<file path="src/rtl/arb4_rr.sv">
// Four-requester round-robin arbiter with per-grant hold limit and timeout pulse.
// The registered grant index/valid feed a 2-to-4 decoder that produces the one-hot grant.

module dec2to4 (
    input  logic [1:0] a,
    input  logic       en,
    output logic [0:3] y
);
    always_comb begin
        y = '0;
        if (en) y[a] = 1'b1;
    end
endmodule

// state | meaning
// IDLE  | no grant active; pick next requester in rotation from ptr
// GRANT | gnt_id owns the resource; watch release and hold limit
module arb4_rr #(
    parameter int MAX_HOLD = 8,
    parameter int CNT_W    = 4
) (
    input  logic           clk,
    input  logic           rst,
    input  logic           en,
    input  logic [3:0]     req,
    output logic [0:3]     gnt,
    output logic [1:0]     gnt_id,
    output logic           gnt_vld,
    output logic           tmo
);
    typedef enum logic {IDLE, GRANT} state_t;

    localparam logic [CNT_W-1:0] HOLD_LAST = CNT_W'(MAX_HOLD - 1);

    state_t           state, state_nxt;
    logic [1:0]       ptr, ptr_nxt;
    logic [CNT_W-1:0] hold_cnt, hold_cnt_nxt;
    logic [1:0]       gnt_id_nxt;
    logic             gnt_vld_nxt;
    logic             tmo_nxt;
    logic [1:0]       pick_id;
    logic             pick_ok;

    // Walk from the farthest candidate to ptr so the nearest set bit wins.
    always_comb begin
        pick_ok = 1'b0;
        pick_id = ptr;
        for (int k = 3; k >= 0; k--) begin
            if (req[ptr + 2'(k)]) begin
                pick_ok = 1'b1;
                pick_id = ptr + 2'(k);
            end
        end
    end

    always_comb begin
        state_nxt    = state;
        ptr_nxt      = ptr;
        hold_cnt_nxt = hold_cnt;
        gnt_id_nxt   = gnt_id;
        gnt_vld_nxt  = gnt_vld;
        tmo_nxt      = 1'b0;
        case (state)
            IDLE: begin
                gnt_vld_nxt = 1'b0;
                if (en && pick_ok) begin
                    gnt_id_nxt   = pick_id;
                    gnt_vld_nxt  = 1'b1;
                    hold_cnt_nxt = '0;
                    state_nxt    = GRANT;
                end
            end
            GRANT: begin
                if (!en || !req[gnt_id] || hold_cnt == HOLD_LAST) begin
                    tmo_nxt      = en && req[gnt_id];
                    gnt_vld_nxt  = 1'b0;
                    ptr_nxt      = gnt_id + 2'd1;
                    hold_cnt_nxt = '0;
                    state_nxt    = IDLE;
                end else begin
                    hold_cnt_nxt = hold_cnt + 1'b1;
                end
            end
            default: state_nxt = IDLE;
        endcase
    end

    always_ff @(posedge clk) begin
        if (rst) begin
            state    <= IDLE;
            ptr      <= '0;
            hold_cnt <= '0;
            gnt_id   <= '0;
            gnt_vld  <= 1'b0;
            tmo      <= 1'b0;
        end else begin
            state    <= state_nxt;
            ptr      <= ptr_nxt;
            hold_cnt <= hold_cnt_nxt;
            gnt_id   <= gnt_id_nxt;
            gnt_vld  <= gnt_vld_nxt;
            tmo      <= tmo_nxt;
        end
    end

    dec2to4 u_dec (
        .a  (gnt_id),
        .en (gnt_vld),
        .y  (gnt)
    );
endmodule

</file>
<file path="config.mk">
export PLATFORM = sky130hd
export DESIGN_NAME = arb4_rr
export DESIGN_NICKNAME = d
export VERILOG_FILES = /design/src/rtl/arb4_rr.sv
export SDC_FILE = /design/constraint.sdc
export NUM_CORES = 1
export LEC_CHECK = 0
export ABC_AREA = 1
export BUFFER_PORTS_ARGS = -buffer_cell sky130_fd_sc_hd__buf_2
export CORE_MARGIN = 10
export CORE_UTILIZATION = 45
export CTS_CLUSTER_DIAMETER = 80
export DETAILED_ROUTE_END_ITERATION = 10
export GPL_TIMING_DRIVEN = 0
export MAX_ROUTING_LAYER = met4
export PLACE_DENSITY = 0.76
export SYNTH_ARGS = -nofsm -noshare
export SYNTH_HDL_FRONTEND = slang
export SYNTH_HIERARCHICAL = 1
export SYNTH_SLANG_ARGS = --single-unit
</file>
<file path="constraint.sdc">
create_clock -name clk -period 1.4 [get_ports clk]
set_input_delay 0.07 -clock clk [delete_from_list [all_inputs] [get_ports clk]]
set_output_delay 0.07 -clock clk [all_outputs]
set_load 0.005 [all_outputs]
</file>
==> results.cfg <==
[run_status]
outcome = finished clean

[placement]
placedCellCount = 162
gp_congestion = 0.885
port_buffers = 14
dp_hpwl_um = 1450

[cts]
clk_pin_slew_ns = 0.07
cts.sinks = 11
cts_root_buf = clkbuf_4
cts_hold_buf = 0
clockBufferDepth = 2
h-tree-depth = 1
clock_latency_ns = 0.27
cts_tree = yes
cts_made_buffers = 3

[power]
power_density_nw_per_um2 = 1040
p_leak_nw = 0.519
vdd_ir_drop_max_mv = 0.694

[timing]
clock_skew_ns = 0.00402
slew_headroom_pct = 80.5
fin_crit_sh_pct = 96.3
period_needed_ns = 1.35
slew_violations = 0
max_freq_ghz = 0.742
hold_viol = 0
rsz0062_at_grt = true
final-setup-viol-count = 0
tns_ns = 0
worst_pin_slew_ns = 0.292

[logic_synthesis]
synth_xor_area_share_pct = 2.22
yosys.area.top_type = dfxtp_1
seq_area_frac_synth_pct = 27.8
yosysTopAreaCellShare_pct = 27.8
synthCells = 131
synth-edff-count = 0
synth_ff_type = dfxtp_1
ys_types = 20
ys_ff_latch = 11
syn_area_um2 = 791
syn-mean-instance-area_um2 = 6.04
syn-num-nets = 139
yosysWarnings = 6
synth_compound_area_share_pct = 9.18
synth_top_family_by_area = simple AND/OR/NAND/NOR gates
synth.area.mux_share_pct = 0
synthTopCellsByArea = dfxtp_1 28%, nand2_1 21%, nand3_1 7.6%
synth_adder_area_share_pct = 1.58
async_flop_share_pct = 0
synth_simple_gate_area_share_pct = 49.2

[worst_setup_path]
critical_path_arrival_ns = 1.52
critical-path-top-delay-family = simple AND/OR/NAND/NOR gates
reg2reg_setup_slack_ns = 0.05
r2r_cells = 12
cp-end-kind = flop
critPathSlowestCell = dfxtp_4
path_class = reg2reg
r2r_end = gnt_id[0]
cpMostUsedCell = nand2_2
r2r_start = ptr[0]
crit_required_ns = 1.57
crit_chain = buf_6 -> nand2_1 -> nand2_2 -> nand2_2 -> nand2_2 -> inv_1 -> nand2_2 -> nand3_2 -> nand2_1 -> nand2_1 -> nor2_1 -> nor2_1
cp-start-kind = flop
cp_num_buf_inv = 2
critPathMaxStageDelay_ns = 0.39
cp_max_fo = 5

[grt]
grt_pass1_vias = 750
grt_usage_pct = 10.5
grt_max_degree = 11
grt_pass1_wl_um = 3010
antenna_found_initial = 0
grt_overflow = 0

[floorplan]
io_pins = 15
core_area_um2 = 1690
initial_core_util_pct = 46.8
die_area_um2 = 3830
die_height_um = 61.9
fp-row-count = 15
fp.dieW_um = 61.9

[worst_hold_path]
hold_path.class = in2reg
hold_path_depth = 2
whs_endpoint = hold_cnt[3]
min-delay-start = rst

[detailed_routing]
route.detailed.drc = 0
drt-initial-drc-count = 29
dr.pass1.iters = 4
drtAntennaViolNets = 0
vias_per_cell = 5.14
wire_per_inst_um = 11.5
vias = 868
drt-total-wl_um = 1940

[flow_run]
drv_cap = 0

[layout]
fin_cells = 169
final_common_cell = nand2_1
nets = 161
drive_gt1_share_pct = 36.2
n_antenna_cell = 0
syn_to_final_growth_pct = 27.5
nFillCells = 164
final_cell_mix = 40 x nand2_1, 14 x inv_1, 14 x buf_2
-- routing by layer --
metal	vias to the layer above	wire [µm]	global-route usage (%)
met3	5	46	1.83
met1	396	837	10.8
li1	454	-	-
met4	0	38	4.78
met2	13	1020	18.9
met5	-	0	-
-- synth_stat cells (2+ instances only) --
master   number
nand2_1      45
inv_1        14
nand3_1      12
nor2_1       12
dfxtp_1      11
nand2_2       9
a21oi_1       6
o21ai_0       5
inv_2         4
nor2_2        2
o22ai_1       2
-- power breakdown --
group | internal [W] | total (W) | switching, W
logic | 0.000176 | 0.000455 | 0.000279
clock network | 0.000110 | 0.000219 | 0.000108
registers | 0.000342 | 0.000379 | 0.0000365
total | 0.000629 | 0.00105 | 0.000424
-- kinds of logic after synthesis --
kind of cell,Yosys count
and+or+nand+nor,84
buffers and inverters,19
AOI/OAI and AO/OA,14
DFF,11
xor gates and xnor gates,2
adders and majority gates,1
-- state kept, by name, indices dropped and copies added (netlist names) --
signal / cells
gnt_id: 2
hold_cnt: 4
state: 1
tmo: 1
gnt_vld: 1
ptr: 2
-- metrics by stage --
| step | hold slack, ns | instance area [µm²] | util, % | total power [W] | setup WS, ns |
|---|---|---|---|---|---|
| floorplan | 0.139 | 791 | - | 0.000661 | 0.0905 |
| global placement | 0.289 | 882 | 52.2 | 0.000744 | -0.122 |
| detailed placement | 0.295 | 882 | 52.2 | 0.000752 | -0.179 |
| CTS | 0.0109 | 918 | 54.4 | 0.000972 | 0.000940 |
| global route | 0.00469 | 1010 | 59.7 | 0.00114 | -0.0693 |
| finish | 0.00974 | 1010 | 59.7 | 0.00105 | 0.0515 |
-- worst max path at each step --
stage                          from           to  depth (start not counted)
after floorplan           gnt_id[0]  hold_cnt[0]                          6
after global placement    gnt_id[0]  hold_cnt[0]                          6
after detailed placement  gnt_id[0]  hold_cnt[0]                          6
after CTS                    ptr[0]  hold_cnt[1]                         10
after global routing         ptr[0]    gnt_id[0]                         12
final                        ptr[0]    gnt_id[0]                         12
-- cell type report --
class                   count  area, µm²  area share [%]
multi-input cells         101        554            55.0
flip-flops and latches     11        230            22.8
repair buffers             17       92.6            9.18
inverters                  18       72.6            7.20
clock buffers               4       26.3            2.61
well taps                  17       21.3            2.11
plain buffers               1       11.3            1.12
-- what timing repair did --
action / CTS / global route
setup endpoints to repair: 5 / 11
gates resized for setup: 4 / 23
cloned: 0 / 1
pin swaps: 1 / 10
endpoints found under the hold margin: 0 / 0
buffers inserted: 0 / 2
(Power assumes the default switching activity.)
